<file path="config.mk">
export PLATFORM = sky130hd
export DESIGN_NAME = uid_tag_allocator_flat
export DESIGN_NICKNAME = d
export VERILOG_FILES = /design/src/rtl/rob_pkg.sv /design/src/rtl/uid_tag_allocator_if.sv /design/src/rtl/uid_free_pick.sv /design/src/rtl/uid_tag_allocator.sv /design/src/flat_wrapper.sv
export SDC_FILE = /design/constraint.sdc
export NUM_CORES = 1
export LEC_CHECK = 0
export CORE_ASPECT_RATIO = 0.75
export CORE_MARGIN = 3
export CORE_UTILIZATION = 35
export CTS_CLUSTER_DIAMETER = 100
export DETAILED_ROUTE_END_ITERATION = 10
export PLACE_DENSITY = 0.62
export SLEW_MARGIN = 20
export SYNTH_ARGS = -nofsm -noshare
export SYNTH_HDL_FRONTEND = slang
export SYNTH_SLANG_ARGS = --single-unit
</file>
<file path="constraint.sdc">
create_clock -name clk -period 3.58 [get_ports clk]
set_clock_uncertainty 0.1 [all_clocks]
set_input_delay 0.537 -clock clk [delete_from_list [all_inputs] [get_ports clk]]
set_output_delay 0.537 -clock clk [all_outputs]
set_load 0.02 [all_outputs]
</file>
<file path="src/rtl/rob_pkg.sv">
// rtl/rob_pkg.sv - shared types and sizing for the UID tag allocator
package rob_pkg;

  localparam int ID_WIDTH  = 4;
  localparam int NUM_UIDS  = 2 ** ID_WIDTH;
  localparam int CNT_WIDTH = $clog2(NUM_UIDS + 1);

  typedef logic [ID_WIDTH-1:0] uid_t;

  typedef enum logic {
    REQ_RD = 1'b0,
    REQ_WR = 1'b1
  } req_e;

  // UIDs are as wide as original IDs, so a pool smaller than 2**ID_WIDTH
  // leaves encodings that must be rejected on release.
  function automatic logic uid_in_range(input uid_t u);
    return int'(u) < NUM_UIDS;
  endfunction

endpackage

</file>
<file path="src/rtl/uid_tag_allocator_if.sv">
// rtl/uid_tag_allocator_if.sv - allocation, release, lookup and status signals of the UID pool
interface uid_tag_allocator_if;
  import rob_pkg::*;

  logic                 rd_alloc_req;
  uid_t                 rd_alloc_in_id;
  logic                 rd_alloc_gnt;
  uid_t                 rd_unique_id;
  logic                 wr_alloc_req;
  uid_t                 wr_alloc_in_id;
  logic                 wr_alloc_gnt;
  uid_t                 wr_unique_id;

  logic                 rd_rel_valid;
  uid_t                 rd_rel_uid;
  logic                 wr_rel_valid;
  uid_t                 wr_rel_uid;

  uid_t                 rd_lookup_uid;
  uid_t                 rd_lookup_id;
  uid_t                 wr_lookup_uid;
  uid_t                 wr_lookup_id;

  logic                 tag_map_full;
  logic [CNT_WIDTH-1:0] free_count;
  logic                 rel_err;

  modport slave (
    input  rd_alloc_req, rd_alloc_in_id, wr_alloc_req, wr_alloc_in_id,
    input  rd_rel_valid, rd_rel_uid, wr_rel_valid, wr_rel_uid,
    input  rd_lookup_uid, wr_lookup_uid,
    output rd_alloc_gnt, rd_unique_id, wr_alloc_gnt, wr_unique_id,
    output rd_lookup_id, wr_lookup_id,
    output tag_map_full, free_count, rel_err
  );

  modport master (
    output rd_alloc_req, rd_alloc_in_id, wr_alloc_req, wr_alloc_in_id,
    output rd_rel_valid, rd_rel_uid, wr_rel_valid, wr_rel_uid,
    output rd_lookup_uid, wr_lookup_uid,
    input  rd_alloc_gnt, rd_unique_id, wr_alloc_gnt, wr_unique_id,
    input  rd_lookup_id, wr_lookup_id,
    input  tag_map_full, free_count, rel_err
  );

endinterface

</file>
<file path="src/rtl/uid_free_pick.sv">
// rtl/uid_free_pick.sv - lowest-index clear bit finder over the used bitmap
module uid_free_pick #(
  parameter int N = 16,
  parameter int W = 4
) (
  input  logic [N-1:0] used,
  output logic         found,
  output logic [W-1:0] index
);

  // Scan from the top so the last hit, the lowest index, wins.
  always_comb begin
    found = 1'b0;
    index = '0;
    for (int i = N - 1; i >= 0; i--) begin
      if (!used[i]) begin
        found = 1'b1;
        index = W'(i);
      end
    end
  end

endmodule

</file>
<file path="src/rtl/uid_tag_allocator.sv">
// rtl/uid_tag_allocator.sv - shared UID pool for the AR/AW ordering units
// Round-robin single grant per cycle, release from R-last/B, original-ID lookup.
module uid_tag_allocator
  import rob_pkg::*;
(
  input  logic                clk,
  input  logic                rst,
  uid_tag_allocator_if.slave  bus
);

  logic [NUM_UIDS-1:0]  used;
  uid_t                 id_table [NUM_UIDS];
  logic [CNT_WIDTH-1:0] free_count;
  logic                 full;
  req_e                 rr_ptr;
  logic                 rel_err;

  logic                 pick_found;
  uid_t                 sel_uid;

  uid_free_pick #(
    .N (NUM_UIDS),
    .W (ID_WIDTH)
  ) u_pick (
    .used  (used),
    .found (pick_found),
    .index (sel_uid)
  );

  logic can_grant;
  logic gnt_rd;
  logic gnt_wr;
  logic grant;

  // rst gates the combinational grant so nothing leaks out during reset.
  assign can_grant = !rst && pick_found && (free_count != '0) && !full;
  assign gnt_rd    = can_grant && bus.rd_alloc_req && (!bus.wr_alloc_req || rr_ptr == REQ_RD);
  assign gnt_wr    = can_grant && bus.wr_alloc_req && (!bus.rd_alloc_req || rr_ptr == REQ_WR);
  assign grant     = gnt_rd || gnt_wr;

  logic rd_ok;
  logic wr_ok;
  logic rel_bad;

  // A same-UID double release frees once; the write side is the one flagged.
  assign rd_ok   = bus.rd_rel_valid && uid_in_range(bus.rd_rel_uid) && used[bus.rd_rel_uid];
  assign wr_ok   = bus.wr_rel_valid && uid_in_range(bus.wr_rel_uid) && used[bus.wr_rel_uid]
                   && !(rd_ok && bus.rd_rel_uid == bus.wr_rel_uid);
  assign rel_bad = (bus.rd_rel_valid && !rd_ok) || (bus.wr_rel_valid && !wr_ok);

  logic [NUM_UIDS-1:0]  used_next;
  logic [CNT_WIDTH-1:0] count_next;

  always_comb begin
    used_next = used;
    if (rd_ok) used_next[bus.rd_rel_uid] = 1'b0;
    if (wr_ok) used_next[bus.wr_rel_uid] = 1'b0;
    if (grant) used_next[sel_uid] = 1'b1;
  end

  assign count_next = free_count + CNT_WIDTH'(rd_ok) + CNT_WIDTH'(wr_ok) - CNT_WIDTH'(grant);

  always_ff @(posedge clk or posedge rst) begin
    if (rst) begin
      used       <= '0;
      free_count <= CNT_WIDTH'(NUM_UIDS);
      full       <= 1'b0;
      rr_ptr     <= REQ_RD;
      rel_err    <= 1'b0;
      for (int i = 0; i < NUM_UIDS; i++) id_table[i] <= '0;
    end else begin
      used       <= used_next;
      free_count <= count_next;
      full       <= (count_next == '0);
      if (rel_bad) rel_err <= 1'b1;
      if (grant) begin
        id_table[sel_uid] <= gnt_rd ? bus.rd_alloc_in_id : bus.wr_alloc_in_id;
        rr_ptr            <= gnt_rd ? REQ_WR : REQ_RD;
      end
    end
  end

  assign bus.rd_alloc_gnt = gnt_rd;
  assign bus.wr_alloc_gnt = gnt_wr;
  assign bus.rd_unique_id = sel_uid;
  assign bus.wr_unique_id = sel_uid;
  assign bus.rd_lookup_id = id_table[bus.rd_lookup_uid];
  assign bus.wr_lookup_id = id_table[bus.wr_lookup_uid];
  assign bus.tag_map_full = full;
  assign bus.free_count   = free_count;
  assign bus.rel_err      = rel_err;

endmodule

</file>
<file path="src/flat_wrapper.sv">
// flat-port wrapper written by rule: the top's interface ports become plain ports
module uid_tag_allocator_flat import rob_pkg::*;
  (clk, rst, bus_rd_alloc_req, bus_rd_alloc_in_id, bus_wr_alloc_req, bus_wr_alloc_in_id, bus_rd_rel_valid, bus_rd_rel_uid, bus_wr_rel_valid, bus_wr_rel_uid, bus_rd_lookup_uid, bus_wr_lookup_uid, bus_rd_alloc_gnt, bus_rd_unique_id, bus_wr_alloc_gnt, bus_wr_unique_id, bus_rd_lookup_id, bus_wr_lookup_id, bus_tag_map_full, bus_free_count, bus_rel_err);
  uid_tag_allocator_if bus_i ();
  input  logic clk;
  input  logic rst;
  input wire logic [$bits(bus_i.rd_alloc_req)-1:0] bus_rd_alloc_req;
  input wire logic [$bits(bus_i.rd_alloc_in_id)-1:0] bus_rd_alloc_in_id;
  input wire logic [$bits(bus_i.wr_alloc_req)-1:0] bus_wr_alloc_req;
  input wire logic [$bits(bus_i.wr_alloc_in_id)-1:0] bus_wr_alloc_in_id;
  input wire logic [$bits(bus_i.rd_rel_valid)-1:0] bus_rd_rel_valid;
  input wire logic [$bits(bus_i.rd_rel_uid)-1:0] bus_rd_rel_uid;
  input wire logic [$bits(bus_i.wr_rel_valid)-1:0] bus_wr_rel_valid;
  input wire logic [$bits(bus_i.wr_rel_uid)-1:0] bus_wr_rel_uid;
  input wire logic [$bits(bus_i.rd_lookup_uid)-1:0] bus_rd_lookup_uid;
  input wire logic [$bits(bus_i.wr_lookup_uid)-1:0] bus_wr_lookup_uid;
  output wire logic [$bits(bus_i.rd_alloc_gnt)-1:0] bus_rd_alloc_gnt;
  output wire logic [$bits(bus_i.rd_unique_id)-1:0] bus_rd_unique_id;
  output wire logic [$bits(bus_i.wr_alloc_gnt)-1:0] bus_wr_alloc_gnt;
  output wire logic [$bits(bus_i.wr_unique_id)-1:0] bus_wr_unique_id;
  output wire logic [$bits(bus_i.rd_lookup_id)-1:0] bus_rd_lookup_id;
  output wire logic [$bits(bus_i.wr_lookup_id)-1:0] bus_wr_lookup_id;
  output wire logic [$bits(bus_i.tag_map_full)-1:0] bus_tag_map_full;
  output wire logic [$bits(bus_i.free_count)-1:0] bus_free_count;
  output wire logic [$bits(bus_i.rel_err)-1:0] bus_rel_err;
  assign bus_i.rd_alloc_req = bus_rd_alloc_req;
  assign bus_i.rd_alloc_in_id = bus_rd_alloc_in_id;
  assign bus_i.wr_alloc_req = bus_wr_alloc_req;
  assign bus_i.wr_alloc_in_id = bus_wr_alloc_in_id;
  assign bus_i.rd_rel_valid = bus_rd_rel_valid;
  assign bus_i.rd_rel_uid = bus_rd_rel_uid;
  assign bus_i.wr_rel_valid = bus_wr_rel_valid;
  assign bus_i.wr_rel_uid = bus_wr_rel_uid;
  assign bus_i.rd_lookup_uid = bus_rd_lookup_uid;
  assign bus_i.wr_lookup_uid = bus_wr_lookup_uid;
  assign bus_rd_alloc_gnt = bus_i.rd_alloc_gnt;
  assign bus_rd_unique_id = bus_i.rd_unique_id;
  assign bus_wr_alloc_gnt = bus_i.wr_alloc_gnt;
  assign bus_wr_unique_id = bus_i.wr_unique_id;
  assign bus_rd_lookup_id = bus_i.rd_lookup_id;
  assign bus_wr_lookup_id = bus_i.wr_lookup_id;
  assign bus_tag_map_full = bus_i.tag_map_full;
  assign bus_free_count = bus_i.free_count;
  assign bus_rel_err = bus_i.rel_err;
  uid_tag_allocator u_core (.clk(clk), .rst(rst), .bus(bus_i));
endmodule
</file>
* After elaboration in Yosys (flattened, before gate mapping)
Index checks and enable logic that the tools add are counted.
** Storage, ports and cells
- Bits in registers :: 88
- Bits of input ports :: 30
- Output and inout port bits :: 25
- Logic and storage cells :: 130
** Cells by class
- Add/subtract/negate cells :: 3
- $lt $le $gt $ge :: 10
- Eq/ne operators :: 1
- Mux-type cells :: 56
- Bitwise operators :: 9
- Reduce and logical (&&, ||, !) cells :: 30
** Operators by type and width (count)
- 4-bit 2-to-1 mux :: 22
- 64-bit bitwise mux :: 1
- 16-bit 2-to-1 mux :: 3
- 16-bit bitwise AND :: 2
- 4-bit binary-select mux with 4-bit select :: 2
- 16-bit inverter :: 2
- 1-bit 2-to-1 mux :: 22
- 1-bit logical AND :: 17
- 4-bit demux with 4-bit select :: 1
- 16-bit OR :: 1
- 5-bit >= comparator (second input constant) :: 3
- 4-bit by 5-bit < comparator with 1-bit output (second input constant) :: 3
- 4-bit inverter with 5-bit output :: 3
- 1-bit demux with 4-bit select :: 3
- 4-bit by 1-bit >= comparator with 1-bit output (second input constant) :: 3
- 5-bit by 1-bit adder with 5-bit output :: 2
- 1-bit binary-select mux with 4-bit select :: 2
- 1-bit logical NOT :: 7
- 5-bit logical NOT :: 1
- 5-bit by 1-bit < comparator with 1-bit output (second input constant) :: 1
- 5-bit nonzero test :: 1
- 5-bit by 1-bit subtractor with 5-bit output :: 1
- 4-bit equality test :: 1
- 1-bit logical OR :: 4
- 1-bit inverter :: 1

* Depth between registers and ports, before layout
Gate-level depths: netlist of run 1.
- Word-level depth :: 24
- Depth in mapped cells :: 16
- Gate-level depth less buffers :: 16

* Modules after synthesis
A second synthesis of run 1 with hierarchy kept.
** Second synthesis, totals
- Cells, all modules :: 523
- Area total of the unflattened synthesis :: 5398.9 µm²
** Modules (own cells, without submodules)
- uid_tag_allocator :: instances 1, cells each 489, area each 5232.5 µm², sequential area each 2203.4 µm²
- uid_free_pick :: instances 1, cells each 34, area each 166.4 µm², sequential area each 0.0 µm²

* Worst setup path before layout of run 1
Ideal clock, no wire load.
- Path type :: input to register
- Start :: input bus_wr_rel_uid[0]
- End :: register u_core.full (netlist: u_core.bus.tag_map_full)
- Setup time :: 101 ps
- Arrival time :: 3301 ps
- Data required time :: 3379 ps
- Slack :: 78 ps
- Stages on the path :: 14
- Path buffers :: 1
- Cells stage by stage :: clkbuf_1 > mux4_2 > mux2_2 > nand3_1 > a31oi_1 > fa_1 > inv_1 > fa_1 > inv_1 > a21oi_1 > nor2_1 > nor2_1 > xnor2_1 > nor4_1
** On the way
- Cells in the longest elaborated chain, start to end :: 7
- Elaborated cells between the ends (all ways) :: 10
- Classes of those cells :: add/sub (2); eq/ne (1); mux (2); reduce/logical (5)
** Ends and longest elaborated chain
- start, declared :: RTL line flat_wrapper.sv:14 : input wire logic [$bits(bus_i.wr_rel_uid)-1:0] bus_wr_rel_uid;
- 1-bit binary-select mux with 4-bit select or 4-bit equality test (tied branches) :: RTL line uid_tag_allocator.sv:47, uid_tag_allocator.sv:48
- 1-bit 2-to-1 mux (not written as such) or 1-bit logical AND (tied branches) :: RTL line uid_tag_allocator.sv:47, uid_tag_allocator.sv:48
- 1-bit logical AND or 1-bit logical NOT (tied branches) :: RTL line uid_tag_allocator.sv:47, uid_tag_allocator.sv:48
- 1-bit logical AND (*) :: RTL line uid_tag_allocator.sv:48 : && !(rd_ok && bus.rd_rel_uid == bus.wr_rel_uid);
- 5-bit by 1-bit adder with 5-bit output (*) :: RTL line uid_tag_allocator.sv:61 : assign count_next = free_count + CNT_WIDTH'(rd_ok) + CNT_WIDTH'(wr_ok) - CNT_WIDTH'(grant);
- 5-bit by 1-bit subtractor with 5-bit output (*) :: RTL line uid_tag_allocator.sv:61
- net u_core.count_next[4] :: RTL line uid_tag_allocator.sv:52 : logic [CNT_WIDTH-1:0] count_next;
- 5-bit logical NOT (*) :: RTL line uid_tag_allocator.sv:74 : full <= (count_next == '0);
- end signal, assigned :: RTL line uid_tag_allocator.sv:74
- end, declared :: RTL line uid_tag_allocator.sv:14 : logic full;
Mark *: on every way through the listed nets, which the timed path passes. The rest lies on a longest branch. The select of a mux whose other input is x is not followed.
A chain may end at the register's enable or synchronous reset.

* Final worst setup path of run 1
- Start :: input bus_rd_lookup_uid[0]
- End :: output bus_rd_lookup_id[1]
** On the way
- Cells in the longest elaborated chain, start to end :: 4
** Ends and longest elaborated chain
- start, declared :: RTL line flat_wrapper.sv:15 : input wire logic [$bits(bus_i.rd_lookup_uid)-1:0] bus_rd_lookup_uid;
- 4-bit inverter with 5-bit output (not written as such) :: RTL line uid_tag_allocator.sv:87 : assign bus.rd_lookup_id = id_table[bus.rd_lookup_uid];
- 4-bit binary-select mux with 4-bit select :: RTL line uid_tag_allocator.sv:87
- 4-bit 2-to-1 mux (not written as such) (2 in a row) :: RTL line uid_tag_allocator.sv:87
- end, declared :: RTL line flat_wrapper.sv:21 : output wire logic [$bits(bus_i.rd_lookup_id)-1:0] bus_rd_lookup_id;
No other way between the ends. The select of a mux whose other input is x is not followed.

==> results of run 1 <==
path summary, 6_finish.rpt:
path	to	slack, ns
worst max-delay path	bus_rd_lookup_id[1]	0.06
worst max register to register	u_core.bus.tag_map_full$_DFF_PP0_	0.35
max in group asynchronous	u_core.id_table[30]$_DFFE_PP0P_	1.99
worst min-delay path	u_core.bus.rel_err$_DFFE_PP0P_	0.39
worst min register to register	u_core.bus.rel_err$_DFFE_PP0P_	0.39
min in group asynchronous	u_core.rr_ptr$_DFFE_PP0P_	0.64
cell families (layout without fill, tap and decap cells):
kind of cell / Yosys count / count (layout) / synth area share (%)
AOI/OAI and AO/OA: 55 / 55 / 6.75
xor gates and xnor gates: 8 / 8 / 1.27
adders and majority gates: 7 / 7 / 1.85
buffers and inverters: 55 / 123 / 4.86
DFF: 88 / 88 / 39.8
muxes: 123 / 123 / 35.0
and+or+nand+nor: 100 / 100 / 10.5
cells in the mapped netlist, types with 2 or more instances:
| cell | n |
|---|---|
| mux4_2 | 47 |
| nor4_1 | 10 |
| xor2_1 | 5 |
| ha_1 | 5 |
| nor3b_4 | 2 |
| nand2_1 | 18 |
| a31oi_1 | 4 |
| nand3_1 | 9 |
| mux2i_1 | 5 |
| fa_1 | 2 |
| buf_2 | 13 |
| or2_2 | 3 |
| a2bb2oi_1 | 2 |
| nor3_2 | 4 |
| nor3_1 | 9 |
| nand2b_1 | 7 |
| clkbuf_1 | 12 |
| a21oi_1 | 4 |
| o21bai_1 | 9 |
| mux2_4 | 8 |
| inv_1 | 17 |
| xnor2_1 | 3 |
| buf_4 | 10 |
| nor2b_1 | 6 |
| nand4_1 | 3 |
| and3_1 | 7 |
| o31ai_1 | 4 |
| o21ai_0 | 20 |
| nor2_1 | 14 |
| mux2_2 | 63 |
| dfrtp_1 | 87 |
| nand3b_1 | 3 |
power by group through the flow:
stage / clock network (mW) / registers, mW / logic (mW)
final: 0.876 / 1.52 / 1.84
after global routing: 0.940 / 1.56 / 1.99
after CTS: 0.897 / 1.51 / 1.83
after detailed placement: 0 / 1.53 / 1.82
after global placement: 0 / 1.52 / 1.78
after floorplan: 0 / 1.46 / 1.23
state kept, by name (all words and copies together) (netlist names):
signal / flops
u_core.bus.free_count: 5
u_core.bus.rel_err: 1
u_core.rr_ptr: 1
u_core.bus.tag_map_full: 1
u_core.id_table: 64
u_core.used: 16
routing by layer:
layer / wire length (µm) / vias up
met2: 6740 / 166
met4: 150 / 0
met5: 0 / -
met1: 6580 / 2033
met3: 964 / 22
li1: - / 1781
metrics by stage:
step                power [mW]  instance area [µm²]
floorplan                 2.69                 5540
global placement          3.29                 6430
detailed placement        3.35                 6430
CTS                       4.24                 6700
global route              4.49                 6740
finish                    4.24                 6740
area by class of cell:
cell class,count,area (µm²)
clock buffer,9,225
inverter,18,70.1
fill,1420,8630
sequential,88,2200
tap,205,256
multi-input combinational,293,3090
timing repair buffer,90,850
clock inverter,6,45.0
worst register-to-register path, cell delays in order, from the launching register on:
cell and delay, ns:
dfrtp_1 0.48, mux4_2 0.49, a2bb2oi_1 0.16, a32oi_2 0.27, nand2b_4 0.19, ha_1 0.23
inv_1 0.07, fa_2 0.19, inv_1 0.05, fa_2 0.33, inv_1 0.06, a21oi_1 0.06
nor2_1 0.10, nor2_1 0.05, xnor2_1 0.13, nor4_1 0.17
==> impl_metrics.ini, run 1 <==
[floorplanning]
row_count = 39
start_util_pct = 36.0
pin_count = 55
die_w_um = 151
core_um2 = 15400
fp.dieArea_um2 = 17400
die_h_um = 115

[routing]
wl_per_cell_um = 20.4
num_vias = 4002
ant_nets = 0
first_pass_iters = 6
drtIter0Drc = 273
drc = 0
wirelength_um = 14400
viasPerCell = 5.64

[global_routing]
grtUsageMet2_pct = 27.1
grt_pass1_vias = 4058
grt_most_used_layer = met2
grt_util_met3_pct = 3.94
grt_max_degree = 59
grt_pass1_wl_um = 23300
grt_overflow = 0
gr-usage-met1_pct = 25.6
antenna_found_initial = 0
grt_usage_pct = 17.5

[worst_setup_path]
rr_worst_depth = 15
worstPathCellList = clkdlybuf4s50_1 -> buf_12 -> mux4_2 -> mux4_2 -> clkdlybuf4s50_1
cp_slowest_cell = clkdlybuf4s50_1
worstPathRequired_ns = 2.94
max_stage_delay_ns = 0.58
worst-path-max-fanout = 8
criticalPathCategory = primary input to output pin
crit_buf_inv = 3
critical_path.top_delay_family = buffers and inverters
end_kind = output pin
crit_start = bus_rd_lookup_uid[0]
reg2reg_from = u_core.used[12]$_DFF_PP0_
worstSetupStartpointType = primary input
critPathArrivalTime_ns = 2.88
crit_cells = 5

[power_and_ir_drop]
power.share.clock_pct = 20.7
p_per_area_nw_per_um2 = 629
vdd_drop_max_v = 0.000496
p_int_mw = 2.70
p_comb_share_pct = 43.4
seq_power_share_pct = 35.9
swShare_pct = 36.4
switchingPower_mw = 1.54
leakage_nw = 2.85

[min_path]
hp-class = flip-flop to flip-flop
holdPathStages = 2
worstHoldStart = u_core.bus.rel_err$_DFFE_PP0P_

[layout]
final_cell_mix = dfrtp_1 (87), mux2_2 (63), clkdlybuf4s50_1 (50)
final_util_pct = 43.9
layout_commonest_cell = dfrtp_1
instances_no_fill = 709
n_antenna_cell = 0
area_growth_pct = 21.7
num-nets-final = 537
layout-drive-gt1-share_pct = 37.9

[sta]
min_period_ns = 3.52
slew_headroom_pct = 49.3
fin_crit_sh_pct = 98.2
setup_viol = 0
rsz0062_at_grt = false
tns_ns = 0
max_freq_ghz = 0.284
hold_viol_final = 0
worst_pin_slew_ns = 0.760
holdWs_ns = 0.388
timing.final.ws_setup_ns = 0.0642
maxSlewViolCount = 0

[synthesis]
synth-edff-count = 0
avgSynthCellArea_um2 = 12.7
ys_warn_count = 0
ys_types = 53
synth_top_cell_by_area = dfrtp_1
syn_nets = 473
synthArstFlopShare_pct = 100
synth_seq_cells = 88
seq_area_frac_synth_pct = 39.8
ys.flop_type = dfrtp_1
syn_area_um2 = 5540
synth.area.top_cells = dfrtp_1 (39%), mux4_2 (19%), mux2_2 (13%)
syn_inst = 436
synth_top_area_share_pct = 39.3

[placed_design]
gp_congestion = 0.925
dp_cells = 694
port_buffers = 54
dpl.hpwl_um = 10900
dp_slack_ns = -0.347

[clocking]
cts_setup_buffers = 0
clock-root-buffer = clkbuf_16
cts_tree = done
cts_made_buffers = 9
cts.repair.resized = 0
clkLatencyLatePin_ns = 0.34
cts_hold_buf = 0
h-tree-depth = 3
cts_buffer_depth = 2
clock_sinks = 88
clkTransAtPathRegs_ns = 0.07

[job]
cap_viol_max_count = 0

[outcome]
status = completed
(Power assumes the default switching activity.)
==> run 2, diff against run 1 <==
Settings changed: CAP_MARGIN set to 20, GPL_ROUTABILITY_DRIVEN set to 0.
Clock period 3.58 ns to 3.75 ns, I/O delays scaled along.
==> run 2 against run 1 <==
Global-route usage fell by 0.37 points. Register-to-register slack improved by 0.19 ns. Sequential power shrank 5%. Final area decreased by 0.28%. Worst setup slack better by 0.12 ns. Highest routed layer unchanged.
==> impl_metrics.ini, run 2 (same netlist as run 1, synthesis figures left out) <==
[outcome]
status = completed

[routing]
drtIter0Drc = 396
num_vias = 3992
wirelength_um = 14200
ant_nets = 0
wl_per_cell_um = 20.1
drc = 0
viasPerCell = 5.66
first_pass_iters = 5

[power_and_ir_drop]
p_per_area_nw_per_um2 = 606
switchingPower_mw = 1.45
power.share.clock_pct = 22.4
swShare_pct = 35.6
p_comb_share_pct = 42.2
vdd_drop_max_v = 0.000473
p_int_mw = 2.63
leakage_nw = 2.80
seq_power_share_pct = 35.4

[worst_setup_path]
crit_start = bus_rd_lookup_uid[1]
critical_path.top_delay_family = buffers and inverters
crit_buf_inv = 3
worstSetupStartpointType = primary input
worstPathCellList = clkdlybuf4s50_1 -> buf_4 -> mux4_2 -> mux4_2 -> clkdlybuf4s50_1
max_stage_delay_ns = 0.70
cp_slowest_cell = clkdlybuf4s50_1
critPathArrivalTime_ns = 2.90
worstPathRequired_ns = 3.09
reg2reg_from = u_core.used[12]$_DFF_PP0_
end_kind = output pin
criticalPathCategory = primary input to output pin
worst-path-max-fanout = 6

[floorplanning]
core_um2 = 15400
fp.dieArea_um2 = 17400
die_h_um = 115
die_w_um = 151
pin_count = 55
row_count = 39
start_util_pct = 36.0

[clocking]
h-tree-depth = 3
cts_made_buffers = 9
cts_buffer_depth = 2
cts_tree = done
clock-root-buffer = clkbuf_16
cts_hold_buf = 0
clock_sinks = 88
clkTransAtPathRegs_ns = 0.06
clkLatencyLatePin_ns = 0.34

[sta]
min_period_ns = 3.56
slew_headroom_pct = 53.1
rsz0062_at_grt = false
hold_viol_final = 0
tns_ns = 0
fin_crit_sh_pct = 95.0
setup_viol = 0
maxSlewViolCount = 0
worst_pin_slew_ns = 0.703
max_freq_ghz = 0.281

[global_routing]
grt_usage_pct = 17.2
grt_overflow = 0
grt_pass1_wl_um = 23100
antenna_found_initial = 0
grt_pass1_vias = 4142
grt_max_degree = 57

[layout]
top_regs = u_core.id_table (64), u_core.used (16), u_core.bus.free_count (5)
final_cell_mix = dfrtp_1 (87), mux2_2 (63), clkdlybuf4s50_1 (54)
stdcell_area_um2 = 6720
layout-drive-gt1-share_pct = 37.0
largest_register_ffs = 64
final_util_pct = 43.7
top_register = u_core.id_table
num-nets-final = 532
n_antenna_cell = 0
area_growth_pct = 21.4
layout_commonest_cell = dfrtp_1

[min_path]
hp-class = flip-flop to flip-flop
worstHoldStart = u_core.bus.rel_err$_DFFE_PP0P_

[placed_design]
port_buffers = 54
dpl.hpwl_um = 10800
placed_cell_area_um2 = 6390

[job]
cap_viol_max_count = 0
-- run 2: cell count changes in the layout (fill, tap and decap cells not counted), moves of 2 or more --
cell             previous run  this run
buf_4                      33        28
clkdlybuf4s50_1            50        54
dlymetal6s2s_1              4         0
clkinvlp_4                  3         0
clkinv_4                    0         2
fa_1                        0         2
fa_2                        2         0
-- run 2: repair_timing --
item,in CTS,in global routing
setup endpoints to repair,0,1
setup buffers,0,0
resized for setup,0,5
-- run 2: worst paths after layout --
check,depth (start not counted),slack [ns],end
worst max-delay path,5,0.19,bus_rd_lookup_id[1]
worst min-delay path,2,0.39,u_core.bus.rel_err$_DFFE_PP0P_
worst max register to register,15,0.54,u_core.bus.tag_map_full$_DFF_PP0_
worst min register to register,2,0.39,u_core.bus.rel_err$_DFFE_PP0P_
max in group asynchronous,3,2.15,u_core.id_table[53]$_DFFE_PP0P_
min in group asynchronous,2,0.66,u_core.bus.free_count[3]$_DFF_PP0_
-- run 2: cell type report --
class                           count  area [µm²]
Tap cell                          205         256
Timing Repair Buffer               85         802
Fill cell                        1412        8650
Inverter                           18        70.1
Multi-Input combinational cell    293        3090
Sequential cell                    88        2200
Clock buffer                       10         229
Clock inverter                      6        73.8
-- run 2: layer usage --
| metal | GRT usage (%) | wire (µm) |
|---|---|---|
| met3 | 3.43 | 958 |
| met4 | 4.17 | 175 |
| met1 | 25.0 | 6330 |
| met5 | 0 | 0 |
| met2 | 26.5 | 6720 |
-- run 2: stage by stage --
stage,instances,worst slack [ns],total power [mW],hold WS [ns]
6_report,705,0.189,4.08,0.392
5_1_grt,705,0.0939,4.31,0.438
4_1_cts,705,0.140,4.09,0.402
3_5_place_dp,689,-0.220,3.16,0.376
3_3_place_gp,689,-0.169,3.11,0.385
2_1_floorplan,436,0.223,2.57,0.392
-- run 2: worst min-delay path, delay by kind of cell (launching register included) --
family / cells / cell delay (ns)
compound gates: 2 / 0.11
flops: 1 / 0.35
-- run 2: power groups by stage --
stage	clock [mW]	combinational [mW]	sequential, mW
floorplan	0	1.17	1.39
global placement	0	1.68	1.44
detailed placement	0	1.72	1.44
CTS	0.936	1.72	1.44
global route	0.975	1.86	1.48
finish	0.913	1.72	1.44
